### src/rtl/mmio_switch.sv
// Registered request/acknowledge MMIO switch: CPU port to SLOTS register windows, a local hole and a default (SDRAM) port.
// Define MMIO_TIMEOUT_EN to build the bus-timeout watchdog (err, err_addr, err_clr).
module mmio_switch #(
  parameter int                       SLOTS        = 8,
  parameter int                       ADDR_W       = 20,
  parameter int                       DATA_W       = 16,
  parameter logic [SLOTS*ADDR_W-1:0]  SLOT_BASE    = '0,
  parameter logic [SLOTS*5-1:0]       SLOT_SZ_LOG2 = '0,
  parameter logic [ADDR_W-1:0]        HOLE_TOP     = ADDR_W'('h1000),
  parameter int                       TIMEOUT      = 255
) (
  input  logic                      cpu_clk,
  input  logic                      rst_in,
  input  logic [ADDR_W-1:0]         addr,
  input  logic [DATA_W-1:0]         wdata,
  input  logic                      read,
  input  logic                      write,
  input  logic                      instr,
  output logic [DATA_W-1:0]         rdata,
  output logic                      busy,
  output logic                      ready,
  output logic                      read_done,
  output logic [SLOTS-1:0]          s_sel,
  output logic                      s_read,
  output logic                      s_write,
  output logic [ADDR_W-1:0]         s_addr,
  output logic [DATA_W-1:0]         s_wdata,
  input  logic [SLOTS*DATA_W-1:0]   s_rdata,
  input  logic [SLOTS-1:0]          s_ready,
  output logic                      d_read,
  output logic                      d_write,
  input  logic                      d_busy,
  input  logic                      d_ready,
  input  logic [DATA_W-1:0]         d_rdata,
  output logic                      err,
  output logic [ADDR_W-1:0]         err_addr,
  input  logic                      err_clr
);

  localparam int IDX_W = (SLOTS > 1) ? $clog2(SLOTS) : 1;

  localparam logic [1:0] ST_IDLE   = 2'd0;
  localparam logic [1:0] ST_STROBE = 2'd1;
  localparam logic [1:0] ST_WAIT   = 2'd2;
  localparam logic [1:0] ST_DONE   = 2'd3;

  localparam logic [1:0] TGT_LOCAL = 2'd0;
  localparam logic [1:0] TGT_DEF   = 2'd1;
  localparam logic [1:0] TGT_SLOT  = 2'd2;

  logic [1:0]        state_reg;
  logic              armed_reg;
  logic              op_wr_reg;
  logic [1:0]        tgt_reg;
  logic [IDX_W-1:0]  idx_reg;
  logic [ADDR_W-1:0] s_addr_reg;
  logic [DATA_W-1:0] s_wdata_reg;
  logic [DATA_W-1:0] rdata_reg;

  logic [SLOTS-1:0]  hit;
  logic [ADDR_W-1:0] slot_off [SLOTS];
  logic [1:0]        dec_tgt;
  logic [IDX_W-1:0]  dec_idx;
  logic [ADDR_W-1:0] dec_off;
  logic              accept;
  logic              wait_done;
  logic              timeout_hit;
  logic [DATA_W-1:0] cap_data;
  logic              slot_active;

  // A slot matches when the address and the (size-aligned) base agree above the window bits.
  generate
    for (genvar gi = 0; gi < SLOTS; gi++) begin : g_slot
      localparam logic [ADDR_W-1:0] BASE = SLOT_BASE[gi*ADDR_W +: ADDR_W];
      localparam int                SZ   = int'(SLOT_SZ_LOG2[gi*5 +: 5]);
      assign hit[gi]      = (addr >> SZ) == (BASE >> SZ);
      assign slot_off[gi] = addr - BASE;
      assign s_sel[gi]    = slot_active && (idx_reg == IDX_W'(gi));
    end
  endgenerate

  // Scan from the top so the lowest-index matching slot is the one that sticks.
  always_comb begin
    dec_tgt = TGT_DEF;
    dec_idx = '0;
    dec_off = addr;
    if (!instr) begin
      if (addr < HOLE_TOP) dec_tgt = TGT_LOCAL;
      for (int i = SLOTS - 1; i >= 0; i--) begin
        if (hit[i]) begin
          dec_tgt = TGT_SLOT;
          dec_idx = IDX_W'(i);
          dec_off = slot_off[i];
        end
      end
    end
  end

  assign accept    = (state_reg == ST_IDLE) && (read || write) && armed_reg;
  assign wait_done = (tgt_reg == TGT_SLOT) ? s_ready[idx_reg] : (d_ready && !d_busy);
  assign cap_data  = (tgt_reg == TGT_SLOT) ? s_rdata[int'(idx_reg)*DATA_W +: DATA_W] : d_rdata;

  always_ff @(posedge cpu_clk) begin
    if (!rst_in) begin
      state_reg   <= ST_IDLE;
      armed_reg   <= 1'b1;
      op_wr_reg   <= 1'b0;
      tgt_reg     <= TGT_LOCAL;
      idx_reg     <= '0;
      s_addr_reg  <= '0;
      s_wdata_reg <= '0;
      rdata_reg   <= '0;
    end else begin
      if (!read && !write) armed_reg <= 1'b1;
      case (state_reg)
        ST_IDLE: begin
          if (accept) begin
            armed_reg   <= 1'b0;
            op_wr_reg   <= write;
            tgt_reg     <= dec_tgt;
            idx_reg     <= dec_idx;
            s_addr_reg  <= dec_off;
            s_wdata_reg <= wdata;
            state_reg   <= ST_STROBE;
          end
        end
        ST_STROBE: begin
          if (tgt_reg == TGT_LOCAL) begin
            rdata_reg <= '0;
            state_reg <= ST_DONE;
          end else begin
            state_reg <= ST_WAIT;
          end
        end
        ST_WAIT: begin
          if (wait_done) begin
            rdata_reg <= cap_data;
            state_reg <= ST_DONE;
          end else if (timeout_hit) begin
            rdata_reg <= '1;
            state_reg <= ST_DONE;
          end
        end
        default: state_reg <= ST_IDLE;
      endcase
    end
  end

`ifdef MMIO_TIMEOUT_EN
  localparam logic [7:0] TIMEOUT_C = 8'(TIMEOUT);

  logic [7:0]        cnt_reg;
  logic              err_reg;
  logic [ADDR_W-1:0] err_addr_reg;
  logic [ADDR_W-1:0] req_addr_reg;

  assign timeout_hit = (state_reg == ST_WAIT) && !wait_done && (cnt_reg == TIMEOUT_C);

  // A new timeout outranks err_clr in the same cycle; err_addr keeps the first offender.
  always_ff @(posedge cpu_clk) begin
    if (!rst_in) begin
      cnt_reg      <= '0;
      err_reg      <= 1'b0;
      err_addr_reg <= '0;
      req_addr_reg <= '0;
    end else begin
      if (accept) req_addr_reg <= addr;
      if (state_reg == ST_STROBE) cnt_reg <= '0;
      else if (state_reg == ST_WAIT) cnt_reg <= cnt_reg + 8'd1;
      if (timeout_hit) begin
        err_reg <= 1'b1;
        if (!err_reg) err_addr_reg <= req_addr_reg;
      end else if (err_clr) begin
        err_reg <= 1'b0;
      end
    end
  end

  assign err      = err_reg;
  assign err_addr = err_addr_reg;
`else
  logic unused_cfg;
  assign unused_cfg  = err_clr ^ (|8'(TIMEOUT));
  assign timeout_hit = 1'b0;
  assign err         = 1'b0;
  assign err_addr    = '0;
`endif

  assign slot_active = (state_reg != ST_IDLE) && (tgt_reg == TGT_SLOT);
  assign busy        = (state_reg != ST_IDLE);
  assign ready       = (state_reg == ST_DONE);
  assign read_done   = ready && !op_wr_reg;
  assign rdata       = rdata_reg;
  assign s_addr      = s_addr_reg;
  assign s_wdata     = s_wdata_reg;
  assign s_read      = (state_reg == ST_STROBE) && (tgt_reg == TGT_SLOT) && !op_wr_reg;
  assign s_write     = (state_reg == ST_STROBE) && (tgt_reg == TGT_SLOT) && op_wr_reg;
  assign d_read      = (state_reg == ST_STROBE) && (tgt_reg == TGT_DEF) && !op_wr_reg;
  assign d_write     = (state_reg == ST_STROBE) && (tgt_reg == TGT_DEF) && op_wr_reg;

endmodule

### config.mk
export PLATFORM = sky130hd
export DESIGN_NAME = mmio_switch
export DESIGN_NICKNAME = d
export VERILOG_FILES = /design/src/rtl/mmio_switch.sv
export SDC_FILE = /design/constraint.sdc
export NUM_CORES = 1
export LEC_CHECK = 0
export ABC_CLOCK_PERIOD_IN_PS = 2550
export CELL_PAD_IN_SITES_DETAIL_PLACEMENT = 0
export CELL_PAD_IN_SITES_GLOBAL_PLACEMENT = 1
export CORE_ASPECT_RATIO = 1.4
export CORE_MARGIN = 4
export CORE_UTILIZATION = 21
export DETAILED_ROUTE_END_ITERATION = 8
export GPL_TIMING_DRIVEN = 1
export PLACE_DENSITY = 0.95
export SLEW_MARGIN = 30
export SYNTH_ARGS = -nofsm -noshare
export SYNTH_HDL_FRONTEND = slang
export SYNTH_SLANG_ARGS = --single-unit
### constraint.sdc
create_clock -name cpu_clk -period 2.55 [get_ports cpu_clk]
set_input_delay 0.51 -clock cpu_clk [delete_from_list [all_inputs] [get_ports cpu_clk]]
set_output_delay 0.51 -clock cpu_clk [all_outputs]
set_load 0.02 [all_outputs]
After elaboration in Yosys (flattened, before gate mapping)
Index checks and enable logic that the tools add are counted.
Widths: inputs -> output; s select.
{ "totals": {"romBits": 0, "latchBits": 0, "n_memories": 0, "register_bits": 58, "input_bits": 196, "mem_bits_rw": 0, "word_cells": 56, "output_inout_bits": 88} }
{ "classes": {"addsub": 0, "n_lt_le_gt_ge": 1, "reduce_logical": 25, "bitwise": 0, "shift": 0, "div_mod_pow": 0, "eq_ne": 8, "muxes": 15, "n_mul": 0} }
{ "ops": {"columns": ["cell", "count"], "rows": [
  ["$mux 16", 3],
  ["$pmux 16 s2", 1],
  ["$logic_not 20->1", 1],
  ["$lt 20x13->1 const B", 1],
  ["$logic_and 1x1->1", 12],
  ["$mux 2", 4],
  ["$eq 2x2->1 const B", 3],
  ["$mux 1", 6],
  ["$ne 2x2->1 const B", 3],
  ["$pmux 2 s3", 1],
  ["$eq 2x1->1 const B", 2],
  ["$logic_not 1->1", 4],
  ["$logic_not 2->1", 2],
  ["$reduce_and 2->1", 2],
  ["$reduce_bool 2->1", 2],
  ["$reduce_and 3->1", 1],
  ["$logic_or 1x1->1", 1]
]} }

Longest topological paths before layout
{ "logic_depth": {"ltp_word": 5, "ltp_mapped": 7, "depth_no_buf": 6} }

Least setup slack after synthesis
Ideal clock, no wire load.
{ "synth_path": {"path_type": "register -> output", "start": "register tgt_reg[1]", "end": "output port s_read", "path_slack_ps": 859, "arrival_time_ps": 1181, "stages_incl_launch_ff": 6, "n_path_buf": 2, "t_required_ps": 2040, "path_cell_list": "dfxtp_1 nor2b_2 buf_6 buf_6 nand2_1 nor2_1"} }
{ "synth_between": {"elab_chain_cells": 3} }
{ "synth_lines": {"columns": ["item", "line", "source"], "rows": [
  ["start, declared", "54", "logic [1:0] tgt_reg;"],
  ["start signal, assigned", "120", "tgt_reg <= dec_tgt;"],
  ["$eq 2x2->1", "196", "assign s_read = (state_reg == ST_STROBE) && (tgt_reg == TGT_SLOT) && !op_wr_reg;"],
  ["$logic_and 1x1->1 (2 in a row)", "196", null],
  ["end, declared", "24", "output logic s_read,"]
]} }
No other way between the ends.

Final worst setup path
{ "layout_path": {"start": "register state_reg[0]", "end": "output port busy"} }
{ "layout_between": {"elab_chain_cells": 1} }
{ "layout_lines": {"columns": ["item", "line", "source"], "rows": [
  ["start, declared", "51", "logic [1:0] state_reg;"],
  ["start signal, assigned", "105", "state_reg <= ST_IDLE;"],
  ["start signal, assigned", "124", "state_reg <= ST_STROBE;"],
  ["start signal, assigned", "130", "state_reg <= ST_DONE;"],
  ["$reduce_bool 2->1", "190", "assign busy = (state_reg != ST_IDLE);"],
  ["end, declared", "20", "output logic busy,"]
]} }
No other way between the ends.

==> results.rst <==
.. list-table::
   :header-rows: 1

   * - Metric
     - Value
   * - Unrepaired setup endpoints after global routing
     - false
   * - Signal arrival time at the worst endpoint
     - roughly 1.9 ns
   * - Total number of nets in the final design
     - 665
   * - Number of antenna violations at the first check in global routing
     - 0
   * - Final setup vio count
     - 0
   * - Cell Pwr Density
     - between 800 and 900 nW/um2
   * - Kind of critical path
     - reg -> out
   * - Remaining DRCs
     - 0
   * - Fraction of synthesized area in multiplexers
     - 0.126
   * - Fillers
     - between 1000 and 1500
   * - Library cell used as clock root buffer
     - sky130_fd_sc_hd__clkbuf_16
   * - Terminus of the critical flop-to-flop path
     - rdata[2]
   * - Count of flip-flops with a built-in enable after synthesis
     - 0
   * - Critical path fanouts, max
     - 6
   * - Post-synthesis cell area
     - between 2000 and 3000 um2
   * - Total instance count after detailed placement
     - 636
   * - Synth Area in XOR/XNOR
     - 0
   * - Synth-to-Final Area Change
     - 59.9%
   * - Commonest non-fill, non-tap cell in the layout
     - sky130_fd_sc_hd__clkdlybuf4s50_1
   * - Core region area
     - 13300 um2
   * - Overall power
     - ~3.8 mW
   * - Number of buffers on the longest clock path
     - 2
   * - Pins over their slew limit
     - 0
   * - Compound-Gate Fraction of Synth Area
     - 0.127
   * - Worst min-delay path class
     - reg -> reg
   * - WP data required
     - just over 2 ns
   * - Sum Neg Setup Slack
     - 0 ns
   * - Post-Synthesis Cells
     - about 330
   * - Primary FF master, synth
     - sky130_fd_sc_hd__dfxtp_1
   * - Synth async-reset ratio
     - 0
   * - Max Fclk
     - 423 MHz
   * - Initial detailed-routing violation count
     - 76
   * - Reg-to-reg slack, setup
     - between 0.5 and 0.6 ns
   * - Width of the die
     - ~110 um
   * - Share of the clock period used by the worst path after layout
     - 0.927
   * - Minimum clock period after layout
     - around 2.4 ns
   * - Number of buffers created by CTS
     - 9
   * - Cells on Worst Hold Path
     - 2
   * - Instance area at placement
     - 4270 um2
   * - Final Routed Wirelength
     - ~8.6 mm
   * - Wire per inst
     - between 10 and 15 um
   * - Result of the run
     - complete, no violations
   * - Worst-case reg-to-reg path depth
     - 6
   * - Final worst hold slack
     - about 0.46 ns
   * - Category of the worst setup path launch point
     - register
   * - Pin count of the biggest net entering global routing
     - 61
   * - Diode count
     - 0
   * - Post-synthesis sequential element count
     - 58
   * - Combinational family with the most area after synthesis
     - simple AND/OR/NAND/NOR gates
   * - Finished layout cell area
     - between 4000 and 5000 um2
   * - Hold EP
     - s_addr[12]
   * - Detailed-routing iteration count for the pre-antenna-repair pass
     - 4
   * - Clock latency on the worst-skew pair
     - 0.32 ns
   * - Final-report hold violation count
     - 0
   * - Number of flip-flops in the largest register
     - 20
   * - Number of top-level design ports
     - around 280
   * - Commonest cells after routing, fill and taps aside
     - 131 x sky130_fd_sc_hd__clkdlybuf4s50_1, 111 x sky130_fd_sc_hd__nand2_1, 58 x sky130_fd_sc_hd__dfxtp_1
   * - Worst slew pin tran
     - slightly below 0.7 ns
   * - Post-DR vias/cell
     - 4.02
   * - Die boundary height
     - 146 um
   * - Gp weighted congestion
     - about 0.68
   * - Critical Path Sink Type
     - primary output
   * - Ratio of cells with drive above 1 in the final layout
     - 0.0787
   * - Area used by sequential logic in the layout
     - between 1000 and 1500 um2
   * - Area of the multi-input gates
     - around 1400 um2
   * - Yosys synthesis warning count
     - 0
   * - Clock Sink Count
     - 58
   * - Mean instance size in the synthesized netlist
     - between 8 and 9 um2
   * - H-Tree Depth
     - 3
   * - Die Area
     - around 16000 um2
   * - Startpoint of the worst register-to-register path
     - state_reg[1]
   * - Global router's overall resource usage
     - 0.109
   * - Basic-gate share of the synthesized area counting and, or, nand and nor cells
     - 0.200
   * - TritonCTS clock tree
     - built
   * - Placed wire-length estimate
     - ~6.5 mm
   * - Adder and majority gate portion of the synthesized area
     - 0.0176
   * - Number of buffers inserted by hold repair at cts
     - 0
   * - Yosys cell types
     - 35
   * - Initial Utilization
     - 0.214
   * - Number of global-route vias before repair
     - approximately 2700
   * - Startpoint of the tightest hold check path
     - s_addr[12]
   * - Detail Route Antenna Nets
     - 0
   * - Total of max-cap violations
     - 0
   * - Buffers added on ports
     - ~140
   * - Relative max-transition margin
     - 0.536
   * - Cell Rows
     - 50
   * - Via Count
     - roughly 2600
   * - Maximum clock skew at final layout
     - 0.00664 ns
   * - Leakage
     - 1.83 nW
   * - Global-route wire length before repair
     - around 13 mm
   * - Worst supply voltage drop on vdd
     - around 0.00033 V
   * - Final Instance Count excl. Fillers
     - roughly 650
   * - Clock slew at the register clock pins of the worst setup and hold paths
     - ~0.05 ns
   * - Share of the yosys chip area belonging to registers
     - 0.407
   * - GR Overflow Total
     - 0
## worst max-delay path by stage
stage / start / end / slack [ns] / cells after the start
after floorplan: tgt_reg[1] / s_read / 0.86 / 5
after global placement: write / tgt_reg[1] / 0.37 / 5
after detailed placement: write / tgt_reg[1] / 0.37 / 5
after CTS: state_reg[1] / d_read / 0.07 / 6
after global routing: state_reg[1] / busy / 0.10 / 4
final: state_reg[0] / busy / 0.19 / 4
## layout make-up
type / instances / area share
clock buffer: 14 / 0.0601
multi-input combinational: 249 / 0.318
timing repair buffer: 142 / 0.311
inverter: 5 / 0.00412
sequential: 58 / 0.255
clock inverter: 2 / 0.00220
tap: 182 / 0.0499
## cell usage after synthesis (2+ instances only)
cell                       number  area (um2)
sky130_fd_sc_hd__and3_1         2        12.5
sky130_fd_sc_hd__nor2b_1        3        18.8
sky130_fd_sc_hd__buf_6          3        33.8
sky130_fd_sc_hd__mux2i_1       18         180
sky130_fd_sc_hd__and2_1         3        18.8
sky130_fd_sc_hd__nand2_1      111         417
sky130_fd_sc_hd__nor4_1         4        25.0
sky130_fd_sc_hd__nor2_1         7        26.3
sky130_fd_sc_hd__mux2_1         4        45.0
sky130_fd_sc_hd__buf_2          7        35.0
sky130_fd_sc_hd__mux2_2        12         135
sky130_fd_sc_hd__a21boi_0      26         195
sky130_fd_sc_hd__dfxtp_1       58        1160
sky130_fd_sc_hd__nand3_1        2        10.0
sky130_fd_sc_hd__clkbuf_1      10        37.5
sky130_fd_sc_hd__a21boi_1      10        75.1
sky130_fd_sc_hd__ha_1           4        50.1
sky130_fd_sc_hd__buf_4         29         218
sky130_fd_sc_hd__inv_1          5        18.8
## repair_timing
item | CTS | global route
gates resized for setup | 0 | 3
endpoints found under the setup margin | 0 | 3
hold endpoints to repair | 0 | 0
buffers inserted | 0 | 0
## worst max-delay path, cell delays in order, from the launching register on
cell and delay, ns:
sky130_fd_sc_hd__dfxtp_1 0.38, sky130_fd_sc_hd__inv_1 0.08, sky130_fd_sc_hd__ha_1 0.27, sky130_fd_sc_hd__inv_1 0.15
sky130_fd_sc_hd__clkdlybuf4s50_1 0.65
## per-stage QoR
step	util	setup WS, ns
floorplan	-	0.859
global placement	0.320	0.374
detailed placement	0.320	0.367
CTS	0.342	0.0676
global route	0.342	0.100
finish	0.342	0.187
## power by group
part / switching [mW] / internal [mW]
clock network: 0.410 / 0.734
logic: 0.774 / 0.643
registers: 0.106 / 1.08
total: 1.29 / 2.46
## routing by layer
layer,GRT usage,wire length (um),up-vias
met1,0.109,3260,1191
li1,-,-,1296
met2,0.202,4320,127
met3,0.0448,893,7
met4,0.0365,95,0
met5,0,0,-
## cells by family (layout without fill, tap and decap cells)
family          after synthesis  count (layout)
flops                        58              58
fa+ha+maj                     4               4
compound gates               45              45
other cells                   1              28
mux                          34              34
simple gates                138             138
buf+inv                      54             163
(Power assumes the default switching activity.)
